[src/rtl/rf_fifo_ctrl.sv]
// FIFO controller driving the write/read ports of a 1R1W register file, with a credit-based skid buffer
// absorbing RF read latency. Define RF_FIFO_CTRL_ERR_CHK_EN to add sticky err_ovf/err_udf outputs.
module rf_fifo_ctrl #(
    parameter int READ_DELAY = 1,
    parameter int ADDR_WIDTH = 4,
    parameter int DATA_WIDTH = 16,
    parameter int RF_DEPTH   = 2**ADDR_WIDTH
) (
    input  logic                  clk,
    input  logic                  rst,
    input  logic                  flush,
    input  logic                  in_valid,
    output logic                  in_ready,
    input  logic [DATA_WIDTH-1:0] in_data,
    output logic                  out_valid,
    input  logic                  out_ready,
    output logic [DATA_WIDTH-1:0] out_data,
    output logic [ADDR_WIDTH:0]   level,
    output logic                  init_busy,
    output logic                  rf_init_start,
    input  logic                  rf_init_done,
    output logic                  rf_we_n,
    output logic [ADDR_WIDTH-1:0] rf_waddr,
    output logic [DATA_WIDTH-1:0] rf_wdata,
    output logic                  rf_rd_n,
    output logic [ADDR_WIDTH-1:0] rf_raddr,
`ifdef RF_FIFO_CTRL_ERR_CHK_EN
    output logic                  err_ovf,
    output logic                  err_udf,
`endif
    input  logic [DATA_WIDTH-1:0] rf_rdata
);

    localparam int SKID_DEPTH = READ_DELAY + 1;
    localparam int SKW        = $clog2(SKID_DEPTH);
    localparam int SCW        = $clog2(SKID_DEPTH + 1);
    localparam int CW         = ADDR_WIDTH + 1;
    localparam logic [ADDR_WIDTH-1:0] LAST_ADDR = ADDR_WIDTH'(RF_DEPTH - 1);
    localparam logic [CW-1:0]         DEPTH_CNT = CW'(RF_DEPTH);
    localparam logic [SKW-1:0]        LAST_SKID = SKW'(SKID_DEPTH - 1);

    typedef enum logic [1:0] {INIT_REQ, INIT_WAIT, RUN} state_e;

    state_e                  state_q;
    logic                    init_start_q, init_busy_q;
    logic [ADDR_WIDTH-1:0]   wptr_q, wptr_d, rptr_q, rptr_d;
    logic [CW-1:0]           ram_cnt_q, ram_cnt_d;
    logic [READ_DELAY-1:0]   rd_vld_q, rd_vld_d;
    logic [DATA_WIDTH-1:0]   skid_mem_q [SKID_DEPTH];
    logic [SKW-1:0]          skid_wr_q, skid_wr_d, skid_rd_q, skid_rd_d;
    logic [SCW-1:0]          skid_cnt_q, skid_cnt_d;
    logic [SCW-1:0]          inflight;
    logic                    run, act, clr, push, pop, rd_issue, capture, credit_ok;

    always_ff @(posedge clk or posedge rst) begin
        if (rst) begin
            state_q      <= INIT_REQ;
            init_start_q <= 1'b0;
            init_busy_q  <= 1'b1;
        end else begin
            case (state_q)
                INIT_REQ: begin
                    init_start_q <= 1'b1;
                    state_q      <= INIT_WAIT;
                end
                INIT_WAIT: begin
                    init_start_q <= 1'b0;
                    if (rf_init_done && !init_start_q) begin
                        state_q     <= RUN;
                        init_busy_q <= 1'b0;
                    end
                end
                default: ;
            endcase
        end
    end

    assign run     = (state_q == RUN);
    assign clr     = run && flush;
    assign act     = run && !flush;
    assign capture = rd_vld_q[READ_DELAY-1];

    always_comb begin
        inflight = '0;
        for (int i = 0; i < READ_DELAY; i++) inflight = inflight + SCW'(rd_vld_q[i]);
    end

    // A pop this cycle frees a slot, so it counts as credit; this keeps 1 read/cycle sustained.
    assign credit_ok = (int'(skid_cnt_q) + int'(inflight)) < (SKID_DEPTH + int'(pop));
    assign in_ready  = act && (ram_cnt_q < DEPTH_CNT);
    assign push      = in_valid && in_ready;
    assign out_valid = act && (skid_cnt_q != '0);
    assign pop       = out_valid && out_ready;
    assign rd_issue  = act && (ram_cnt_q != '0) && credit_ok;

    always_comb begin
        wptr_d     = wptr_q;
        rptr_d     = rptr_q;
        ram_cnt_d  = ram_cnt_q;
        rd_vld_d   = READ_DELAY'({rd_vld_q, rd_issue});
        skid_wr_d  = skid_wr_q;
        skid_rd_d  = skid_rd_q;
        skid_cnt_d = skid_cnt_q;
        if (clr) begin
            wptr_d     = '0;
            rptr_d     = '0;
            ram_cnt_d  = '0;
            rd_vld_d   = '0;
            skid_wr_d  = '0;
            skid_rd_d  = '0;
            skid_cnt_d = '0;
        end else begin
            if (push)     wptr_d    = (wptr_q == LAST_ADDR) ? '0 : wptr_q + ADDR_WIDTH'(1);
            if (rd_issue) rptr_d    = (rptr_q == LAST_ADDR) ? '0 : rptr_q + ADDR_WIDTH'(1);
            if (capture)  skid_wr_d = (skid_wr_q == LAST_SKID) ? '0 : skid_wr_q + SKW'(1);
            if (pop)      skid_rd_d = (skid_rd_q == LAST_SKID) ? '0 : skid_rd_q + SKW'(1);
            ram_cnt_d  = ram_cnt_q + CW'(push) - CW'(rd_issue);
            skid_cnt_d = skid_cnt_q + SCW'(capture) - SCW'(pop);
        end
    end

    always_ff @(posedge clk or posedge rst) begin
        if (rst) begin
            wptr_q     <= '0;
            rptr_q     <= '0;
            ram_cnt_q  <= '0;
            rd_vld_q   <= '0;
            skid_wr_q  <= '0;
            skid_rd_q  <= '0;
            skid_cnt_q <= '0;
            for (int i = 0; i < SKID_DEPTH; i++) skid_mem_q[i] <= '0;
        end else begin
            wptr_q     <= wptr_d;
            rptr_q     <= rptr_d;
            ram_cnt_q  <= ram_cnt_d;
            rd_vld_q   <= rd_vld_d;
            skid_wr_q  <= skid_wr_d;
            skid_rd_q  <= skid_rd_d;
            skid_cnt_q <= skid_cnt_d;
            // Returning data is dropped when a flush lands on its capture edge.
            if (capture && !clr) skid_mem_q[skid_wr_q] <= rf_rdata;
        end
    end

    assign out_data      = skid_mem_q[skid_rd_q];
    assign level         = ram_cnt_q + CW'(inflight) + CW'(skid_cnt_q);
    assign init_busy     = init_busy_q;
    assign rf_init_start = init_start_q;
    assign rf_we_n       = !push;
    assign rf_waddr      = wptr_q;
    assign rf_wdata      = push ? in_data : '0;
    assign rf_rd_n       = !rd_issue;
    assign rf_raddr      = rptr_q;

`ifdef RF_FIFO_CTRL_ERR_CHK_EN
    always_ff @(posedge clk or posedge rst) begin
        if (rst) begin
            err_ovf <= 1'b0;
            err_udf <= 1'b0;
        end else if (clr) begin
            err_ovf <= 1'b0;
            err_udf <= 1'b0;
        end else if (run) begin
            if (in_valid && !in_ready)  err_ovf <= 1'b1;
            if (out_ready && !out_valid) err_udf <= 1'b1;
        end
    end
`endif

endmodule

[config.mk]
export PLATFORM = sky130hd
export DESIGN_NAME = rf_fifo_ctrl
export DESIGN_NICKNAME = d
export VERILOG_FILES = /design/src/rtl/rf_fifo_ctrl.sv
export SDC_FILE = /design/constraint.sdc
export NUM_CORES = 1
export LEC_CHECK = 0
export ABC_CLOCK_PERIOD_IN_PS = 5700
export BUFFER_PORTS_ARGS = -buffer_cell sky130_fd_sc_hd__buf_2
export CAP_MARGIN = 20
export CORE_ASPECT_RATIO = 1.2
export CORE_MARGIN = 4
export CORE_UTILIZATION = 55
export DETAILED_ROUTE_END_ITERATION = 7
export PLACE_DENSITY = 0.85
export SLEW_MARGIN = 20
export SYNTH_ARGS = -nofsm -noshare
export SYNTH_HDL_FRONTEND = slang
export SYNTH_SLANG_ARGS = --single-unit
[constraint.sdc]
create_clock -name clk -period 5.7 [get_ports clk]
set_clock_uncertainty 0.2 [all_clocks]
set_input_delay 0.855 -clock clk [delete_from_list [all_inputs] [get_ports clk]]
set_output_delay 0.855 -clock clk [all_outputs]
set_load 0.03 [all_outputs]
== After elaboration in Yosys (flattened, before gate mapping) ==
Index checks and enable logic that the tools add are counted.

* Memory bits (writable): 0
* Latch bits: 0
* Memories kept: 0
* Register bits after elaboration: 54
* Logic and storage cells: 87
* Output and inout port bits: 51
* ROM bits: 0

* Multiply operators: 0
* Mux-type cells: 25
* Shift-type cells: 0
* Reductions and logical operators: 26
* Equality and inequality tests: 5
* Divide/modulo/power cells: 0
* Bitwise gates (word level): 2
* Magnitude comparators: 5
* Add/subtract/negate cells: 12

{| class="wikitable"
|+ Operators by type and width
! cell !! number
|-
| 2-to-1 mux 16 bit || 5
|-
| bitwise mux 32 bit || 1
|-
| 2-to-1 mux 4 bit || 6
|-
| demux 16 bit (select 1 bit) || 1
|-
| nonzero test 2 bit || 6
|-
| logical AND 1 bit || 11
|-
| adder 5 x 1 -> 5 bit || 2
|-
| adder 4 x 1 -> 4 bit (second input constant) || 2
|-
| == test 4 bit (second input constant) || 2
|-
| 2-to-1 mux 1 bit || 7
|-
| adder 5 x 2 -> 5 bit || 1
|-
| zero test 1 bit || 5
|-
| < comparator 5 bit (second input constant) || 1
|-
| 2-to-1 mux 5 bit || 1
|-
| nonzero test 5 bit || 1
|-
| subtractor 5 x 1 -> 5 bit || 1
|-
| greater-or-equal comparator 2 bit (second input constant) || 2
|-
| 2-to-1 mux 2 bit || 2
|-
| NOT 1 -> 2 bit || 2
|-
| one-hot mux 2 bit (2 select lines) || 1
|-
| AND reduction 2 bit || 2
|-
| adder 2 x 1 -> 3 bit || 1
|-
| adder 2 x 1 -> 3 bit (first input constant) || 1
|-
| < comparator 3 bit || 1
|-
| 9 further kinds || 10
|}

== Longest topological paths before layout ==
Gate-level depths: netlist (run 1).

* Word-level depth: 9
* Mapped depth: 14
* Gate-level depth less buffers: 14

== Worst setup path after synthesis (run 1) ==
OpenSTA, ideal clock, no wires.

* Kind: input to register
* From: input port flush
* To: register ram_cnt_q[4]
* Arrival time: 3035 ps
* Cell stages on the path: 12
* Slack: 2330 ps
* Required time: 5364 ps
* Cells stage by stage: nor4b_2 > and2_1 > inv_1 > ha_1 > inv_1 > ha_1 > inv_1 > fa_1 > nor2b_1 > o21bai_1 > a21oi_1 > nor3b_1

* Word-level cells in the longest chain between the ends: 9
* Elaborated cells between the ends (all ways): 14

{| class="wikitable"
|+ RTL lines
! what !! line !! text
|-
| from (decl) || 11 || <nowiki>input logic flush,</nowiki>
|-
| zero test 1 bit || 80 || <nowiki>assign act = run && !flush;</nowiki>
|-
| logical AND 1 bit || 80 ||
|-
| logical AND 1 bit || 92 || <nowiki>assign out_valid = act && (skid_cnt_q != '0);</nowiki>
|-
| logical AND 1 bit || 93 || <nowiki>assign pop = out_valid && out_ready;</nowiki>
|-
| adder 2 x 1 -> 3 bit || 89 || <nowiki>assign credit_ok = (int'(skid_cnt_q) + int'(inflight)) < (SKID_DEPTH + int'(pop));</nowiki>
|-
| < comparator 3 bit || 89 ||
|-
| logical AND 1 bit || 94 || <nowiki>assign rd_issue = act && (ram_cnt_q != '0) && credit_ok;</nowiki>
|-
| subtractor 5 x 1 -> 5 bit || 117 || <nowiki>ram_cnt_d = ram_cnt_q + CW'(push) - CW'(rd_issue);</nowiki>
|-
| 2-to-1 mux 5 bit * || 104 || <nowiki>if (clr) begin</nowiki>
|-
| named net ram_cnt_d[4] || 47 || <nowiki>logic [CW-1:0] ram_cnt_q, ram_cnt_d;</nowiki>
|-
| to (signal assigned) || 135 || <nowiki>ram_cnt_q <= ram_cnt_d;</nowiki>
|-
| to (decl) || 47 ||
|}

The timed path passes the listed nets; every way through them passes the cells marked *.
A chain may end at the register's enable or synchronous reset.

== Worst setup path after layout (run 1) ==
* From: register skid_cnt_q[0]
* To: register ram_cnt_q[4]

* Word-level cells in the longest chain between the ends: 8
* Elaborated cells between the ends (all ways): 9

{| class="wikitable"
|+ RTL lines
! what !! line !! text
|-
| from (decl) || 51 || <nowiki>logic [SCW-1:0] skid_cnt_q, skid_cnt_d;</nowiki>
|-
| from (signal assigned) || 139 || <nowiki>skid_cnt_q <= skid_cnt_d;</nowiki>
|-
| nonzero test 2 bit || 92 ||
|-
| logical AND 1 bit || 92 ||
|-
| logical AND 1 bit || 93 ||
|-
| adder 2 x 1 -> 3 bit || 89 ||
|-
| < comparator 3 bit * || 89 ||
|-
| logical AND 1 bit * || 94 ||
|-
| subtractor 5 x 1 -> 5 bit * || 117 ||
|-
| 2-to-1 mux 5 bit * || 104 ||
|-
| named net ram_cnt_d[4] || 47 ||
|}

Marks and branches as above.

==> results of run 1 <==
==> cells in the mapped netlist (all sizes together), types with 2 or more instances <==
cell type	count	area [um2]
dfrtp	53	1330
mux2	48	578
inv	18	67.6
and3	16	100
ha	14	175
nand2	10	37.5
nor2	10	37.5
a21oi	7	35.0
xnor2	6	52.6
nor2b	5	31.3
and2	4	25.0
buf	4	25.0
clkbuf	4	15.0
nor3	4	20.0
o21ai	4	20.0
fa	3	60.1
nand3	3	15.0
nor4b	3	32.5
xor2	3	26.3
a21o	2	15.0
a31oi	2	12.5
mux2i	2	20.0
nand2b	2	12.5
==> metrics by stage <==
stage / setup WS, ns / cell area (um2) / utilization / instances
2_1_floorplan: 2.33 / 2880 / - / 242
5_1_grt: 2.03 / 3460 / 0.692 / 390
3_5_place_dp: 1.72 / 3360 / 0.670 / 382
3_3_place_gp: 1.85 / 3360 / 0.670 / 382
6_report: 2.28 / 3460 / 0.692 / 390
4_1_cts: 2.04 / 3450 / 0.690 / 390
==> cell type report <==
| class | instances | area, um2 | area share |
|---|---|---|---|
| Clock buffer | 6 | 82.6 | 0.0238 |
| Clock inverter | 2 | 16.3 | 0.00469 |
| Inverter | 18 | 68.8 | 0.0199 |
| Tap cell | 60 | 75.1 | 0.0217 |
| Sequential cell | 54 | 1350 | 0.390 |
| Timing Repair Buffer | 88 | 440 | 0.127 |
| Multi-Input combinational cell | 162 | 1430 | 0.412 |
==> logic make-up (layout without fill, tap and decap cells) <==
group | after synthesis | after routing | synth area share
muxes | 50 | 50 | 0.208
AOI/OAI and AO/OA | 22 | 22 | 0.0491
DFF | 54 | 54 | 0.470
xor gates and xnor gates | 9 | 9 | 0.0274
adders and majority gates | 17 | 17 | 0.0817
buffers and inverters | 26 | 114 | 0.0374
and+or+nand+nor | 64 | 64 | 0.127
==> worst max-delay path, stage by stage (launching register included) <==
cell      delay [ns]
dfrtp_1         0.42
ha_1            0.22
ha_1            0.19
or4_1           0.55
nor2_1          0.33
ha_1            0.30
inv_1           0.05
ha_1            0.15
inv_1           0.05
fa_1            0.37
nor2b_1         0.16
o21bai_1        0.09
nand3_1         0.08
nor3b_1         0.17
==> path summary, 6_finish.rpt <==
path / slack [ns] / cells after the start / endpoint / startpoint
worst max-delay path: 2.28 / 13 / ram_cnt_q[4] / skid_cnt_q[0]
worst min-delay path: 0.29 / 1 / init_busy / init_busy
worst max register to register: 2.28 / 13 / ram_cnt_q[4] / skid_cnt_q[0]
worst min register to register: 0.29 / 1 / init_busy / init_busy
max in group asynchronous: 4.24 / 2 / skid_mem_q[14] / rst
min in group asynchronous: 0.49 / 2 / skid_mem_q[2] / rst
==> report_power, final <==
part           total [W]  internal, W  switching, W
Clock           0.000224     0.000100      0.000123
Combinational   0.000996     0.000434      0.000563
Sequential      0.000687     0.000546      0.000141
Total            0.00191      0.00108      0.000827
==> registers in the layout (all words and copies together) (netlist names), 2 cells and up <==
name        flops
rf_waddr        4
ram_cnt_q       5
rf_raddr        4
skid_cnt_q      2
skid_mem_q     32
state_q         2
==> per-layer routing <==
metal	share of wire	wire, um
met1	0.41	2340
met5	0	0
met2	0.51	2930
met3	0.073	419
met4	0.0070	40
==> metrics.md, run 1 <==
| Metric | Value |
|---|---|
| Drt first pass iters | `4` |
| Synth cell types | `42` |
| Worst-path clk slew | `0.10 ns` |
| Max-slew headroom | `0.355` |
| CTS Hold Bufs | `0` |
| Post-CTS Resized | `0` |
| Slew @ Worst Pin | `0.967 ns` |
| Global-route wire length before repair | `9170 um` |
| # port buffers | `88` |
| Diodes inserted | `0` |
| Max-cap violation count | `0` |
| Lkg Pwr | `1.85 nW` |
| Total Routing Usage GR | `0.182` |
| Htree depth | `2` |
| Worst path required time | `5.73 ns` |
| Status | `completed` |
| Vias in the first global route | `2177` |
| Fin crit period | `3.42 ns` |
| DR WL/cell | `14.7 um` |
| Syn Nets | `297` |
| Initial core utilization | `0.575` |
| Vias | `2109` |
| TritonCTS clock tree | `done` |
| # fillers | `394` |
| Initial antenna violation count | `0` |
| Endpoints failing hold | `0` |
| FFs w/ async S/R, synth | `1.00` |
| Number of flops mapped to enable cells by yosys | `0` |
| CTS sink count | `54` |
| CP startpoint kind | `flip-flop` |
| Primary FF master, synth | `dfrtp_1` |
| Die area | `6460 um2` |
| Largest net degree at the start of global routing | `55` |
| Hpwl dp | `4270 um` |
| Final GP Congestion | `0.824` |
| Die Ht | `87.3 um` |
| Yosys reg bits | `54` |
| Final ANT Viol Nets | `0` |
| Syn Std Cell Area | `2880 um2` |
| Gr ovfl total | `0` |
| Clock Path Buffers | `2` |
| Register area share after synthesis | `0.470` |
| Fraction of layout cells with a size suffix above 1 | `0.448` |
| Clock Latency Late Sink | `0.30 ns` |
| Worst hold slack | `0.288 ns` |
| Num CTS Buffers | `5` |
| Crit path kind | `reg2reg` |
| RSZ-0062 raised after global routing | `no` |
| Met2 GRT Util | `0.333` |
| Post-route DRC | `0` |
| Maximum vdd drop | `318 uV` |
| Crit Path Max Fanout | `5` |
| Most frequent cells in the layout | `buf_2 (88), dfrtp_1 (53), mux2_2 (38)` |
| YS warnings | `0` |
| Arrival time at the worst endpoint | `3.45 ns` |
| Mapped Cells | `242` |
| Final wirelength | `5730 um` |
| Setup Viol. Count Final | `0` |
| Total power | `0.00191 W` |
| Final #Nets | `384` |
| Root Driver | `clkbuf_8` |
| Core ar. | `5010 um2` |
| FMAX | `292 MHz` |
| GR Layer Usage met1 | `0.204` |
| Grt met3 use | `0.0485` |
| FP Rows | `28` |
| DR vias/cell | `5.41` |
| Min-Delay Path Class | `reg2reg` |
| Crit share post-route | `0.601` |
| Area Overhead vs Synth | `20.3%` |
| Setup Buffers After CTS | `0` |
| Ports | `89` |
| Syn_area_per_cell | `11.9 um2` |
| Cell area power density | `550 nW/um2` |
| Final Max Tran Viols | `0` |
| Final setup TNS | `0 ns` |
| Die X-Extent | `74.1 um` |
| Initial DRC count | `42` |
| Top Usage Layer GRT | `met2` |
| Most common cell after layout, fill and taps aside | `buf_2` |
| CP Capture Type | `flip-flop` |
Power figures use the tool's default switching activity.
==> run 2, diff against run 1 <==
- ABC_CLOCK_PERIOD_IN_PS: 5700 -> 3200
- CORE_UTILIZATION: 55 -> 51
- PLACE_DENSITY: 0.85 -> 0.8
- clock period: 5.7 -> 3.2 ns (I/O delays scaled with it)
==> run 2 against run 1 <==
Effect of this change: fmax grew 11%; count of clock-buffer cells in the layout shrank 1; sequential share of layout area shrank 1.5 points; global-route usage grew 0.45 points; critical path depth is the same.
==> metrics.md, run 2 (synthesis gave the netlist of run 1 again) <==
| Metric | Value |
|---|---|
| Status | `completed` |
| Crit path kind | `reg2reg` |
| FP Rows | `29 (+3.6%)` |
| Final Max Tran Viols | `0 (unchanged)` |
| Final setup TNS | `0 ns (unchanged)` |
| Post-route DRC | `0 (unchanged)` |
| RR Startpoint | `skid_cnt_q[0]` |
| Max-slew headroom | `0.489 (+0.134)` |
| CTS sink count | `54 (unchanged)` |
| Switching pwr | `0.00153 W (+85%)` |
| Slowest cell on crit path | `or4_4` |
| Final GP Congestion | `0.852 (+3.3%)` |
| Total Routing Usage GR | `0.187 (+0.00448)` |
| Arrival time at the worst endpoint | `3.08 ns (-0.37 ns)` |
| Final ANT Viol Nets | `0 (unchanged)` |
| Hpwl dp | `4550 um (+6.6%)` |
| R2R cell count | `13 (unchanged)` |
| Die X-Extent | `76.6 um (+3.4%)` |
| Die Ht | `90.3 um (+3.5%)` |
| Cell area power density | `999 nW/um2 (+81%)` |
| Flop pwr share | `0.328 (-0.032)` |
| Maximum vdd drop | `537 uV (+69%)` |
| # port buffers | `88 (unchanged)` |
| Top flop regs | `skid_mem_q (32), ram_cnt_q (5)` |
| Max reg flops | `32 (unchanged)` |
| Fraction of layout cells with a size suffix above 1 | `0.488 (+0.0399)` |
| Vias | `2170 (+2.9%)` |
| FMAX | `325 MHz (+11%)` |
| Root Driver | `clkbuf_8` |
| Crit Path Max Fanout | `2 (-3)` |
| Worst R2R End | `ram_cnt_q[4]` |
| Initial core utilization | `0.536 (-0.0386)` |
| Largest Register | `skid_mem_q` |
| Register area | `1350 um2 (unchanged)` |
| Worst Setup SP | `skid_cnt_q[0]` |
| Num CTS Buffers | `5 (unchanged)` |
| Worst path required time | `3.20 ns (-2.53 ns)` |
| Core ar. | `5370 um2 (+7.2%)` |
| Initial DRC count | `50 (+19%)` |
| CP Capture Type | `flip-flop` |
| Multi-input gate area | `1440 um2 (+1.1%)` |
| Worst hold slack | `0.139 ns (-0.149 ns)` |
| Drt first pass iters | `4 (unchanged)` |
| Gr ovfl total | `0 (unchanged)` |
| Kind of cell adding the most delay to the critical path | `adder cells` |
| Max-cap violation count | `0 (unchanged)` |
| DR WL/cell | `14.9 um (+1.7%)` |
| Comb pwr share | `0.540 (+0.017)` |
| # fillers | `399 (+1.3%)` |
| R2R Setup Slk | `0.12 ns (-2.16 ns)` |
| Initial antenna violation count | `0 (unchanged)` |
| DR vias/cell | `5.34 (-1.2%)` |
| Fin crit period | `3.08 ns (-0.344 ns)` |
| CP startpoint kind | `flip-flop` |
| Clock Latency Late Sink | `0.31 ns (about the same)` |
| Setup Viol. Count Final | `0 (unchanged)` |
| Area Overhead vs Synth | `25.1%` |
| Ports | `89 (unchanged)` |
| Share of power burned in the clock network | `0.132 (+0.015)` |
| Lkg Pwr | `1.92 nW (+4.1%)` |
| Crit path cell chain | `ha_1 -> ha_1 -> or4_4 -> nor2_4 -> ha_1 -> inv_1 -> ha_2 -> inv_1 -> fa_2 -> nor2b_2 -> o21bai_1 -> a21oi_1 -> nor3b_2` |
| Vias in the first global route | `2383 (+9.5%)` |
| TritonCTS clock tree | `done` |
| Critical Path Max Stage Delay | `0.54 ns (about the same)` |
| Die area | `6920 um2 (+7.0%)` |
| Global-route wire length before repair | `10600 um (+16%)` |
| Buf+Inv Stages, Crit Path | `2 (unchanged)` |
| Clock Path Buffers | `2 (unchanged)` |
| Cell mode on critical path | `ha_1` |
| Largest net degree at the start of global routing | `55 (unchanged)` |
| Endpoints failing hold | `0 (unchanged)` |
| Final #Nets | `398 (+3.6%)` |
| Slew @ Worst Pin | `0.767 ns (-0.201 ns)` |
| Htree depth | `2 (unchanged)` |
| Most common cell after layout, fill and taps aside | `buf_2` |
| Worst-path clk slew | `0.10 ns (about the same)` |
| Internal power | `0.00207 W (+92%)` |
| Crit share post-route | `0.963 (+0.362)` |
| Final wirelength | `6070 um (+5.9%)` |
| Most frequent cells in the layout | `buf_2 (88), dfrtp_1 (53), mux2_2 (38)` |
| Min-Delay Path Class | `in2async` |
| Diodes inserted | `0 (unchanged)` |
| Net Sw Frac | `0.425 (-0.00849)` |
==> run 2: power groups by stage <==
stage	Combinational (W)	Sequential, W	Clock [W]
after global placement	0.00187	0.00117	0
after global routing	0.00212	0.00122	0.000512
after CTS	0.00192	0.00118	0.000485
final	0.00194	0.00118	0.000475
after floorplan	0.00139	0.00120	0
after detailed placement	0.00191	0.00119	0
==> run 2: worst max path at each step <==
stage / cells after the start / endpoint
final: 13 / ram_cnt_q[4]
after global routing: 13 / ram_cnt_q[4]
after CTS: 13 / ram_cnt_q[4]
after detailed placement: 13 / ram_cnt_q[4]
after global placement: 13 / ram_cnt_q[4]
after floorplan: 13 / ram_cnt_q[4]
==> run 2: metal layers <==
layer / up-vias / wire, um / track usage
met1: 1036 / 2440 / 0.213
li1: 1043 / - / -
met4: 0 / 99 / 0.0680
met3: 10 / 390 / 0.0479
met2: 81 / 3140 / 0.335
met5: - / 0 / 0
==> run 2: through the flow <==
step / power (W) / setup WS (ns) / std cells / utilization / area, um2
after CTS: 0.00359 / 0.0149 / 405 / 0.665 / 3570
after global placement: 0.00304 / 0.151 / 397 / 0.644 / 3460
after global routing: 0.00386 / -0.00686 / 406 / 0.671 / 3600
final: 0.00360 / 0.119 / 406 / 0.671 / 3600
after floorplan: 0.00258 / 0.0508 / 242 / - / 2880
after detailed placement: 0.00311 / 0.0468 / 397 / 0.644 / 3460
==> run 2: layout make-up <==
| cell class | count | area share |
|---|---|---|
| clock inverter | 3 | 0.0132 |
| sequential | 54 | 0.375 |
| clock buffer | 5 | 0.0191 |
| inverter | 18 | 0.0187 |
| timing repair buffer | 102 | 0.151 |
| multi-input combinational | 162 | 0.401 |
| tap | 62 | 0.0215 |
==> run 2: tightest hold or removal path: cells and delay by family <==
kind | cells | cell delay (ns)
buf+inv | 3 | 0.66
==> run 2: timing repair <==
action / 4_1_cts / 5_1_grt
hold buffers: 0 / 0
setup buffers: 0 / 1
gates resized for setup: 0 / 7
endpoints found under the setup margin: 0 / 1
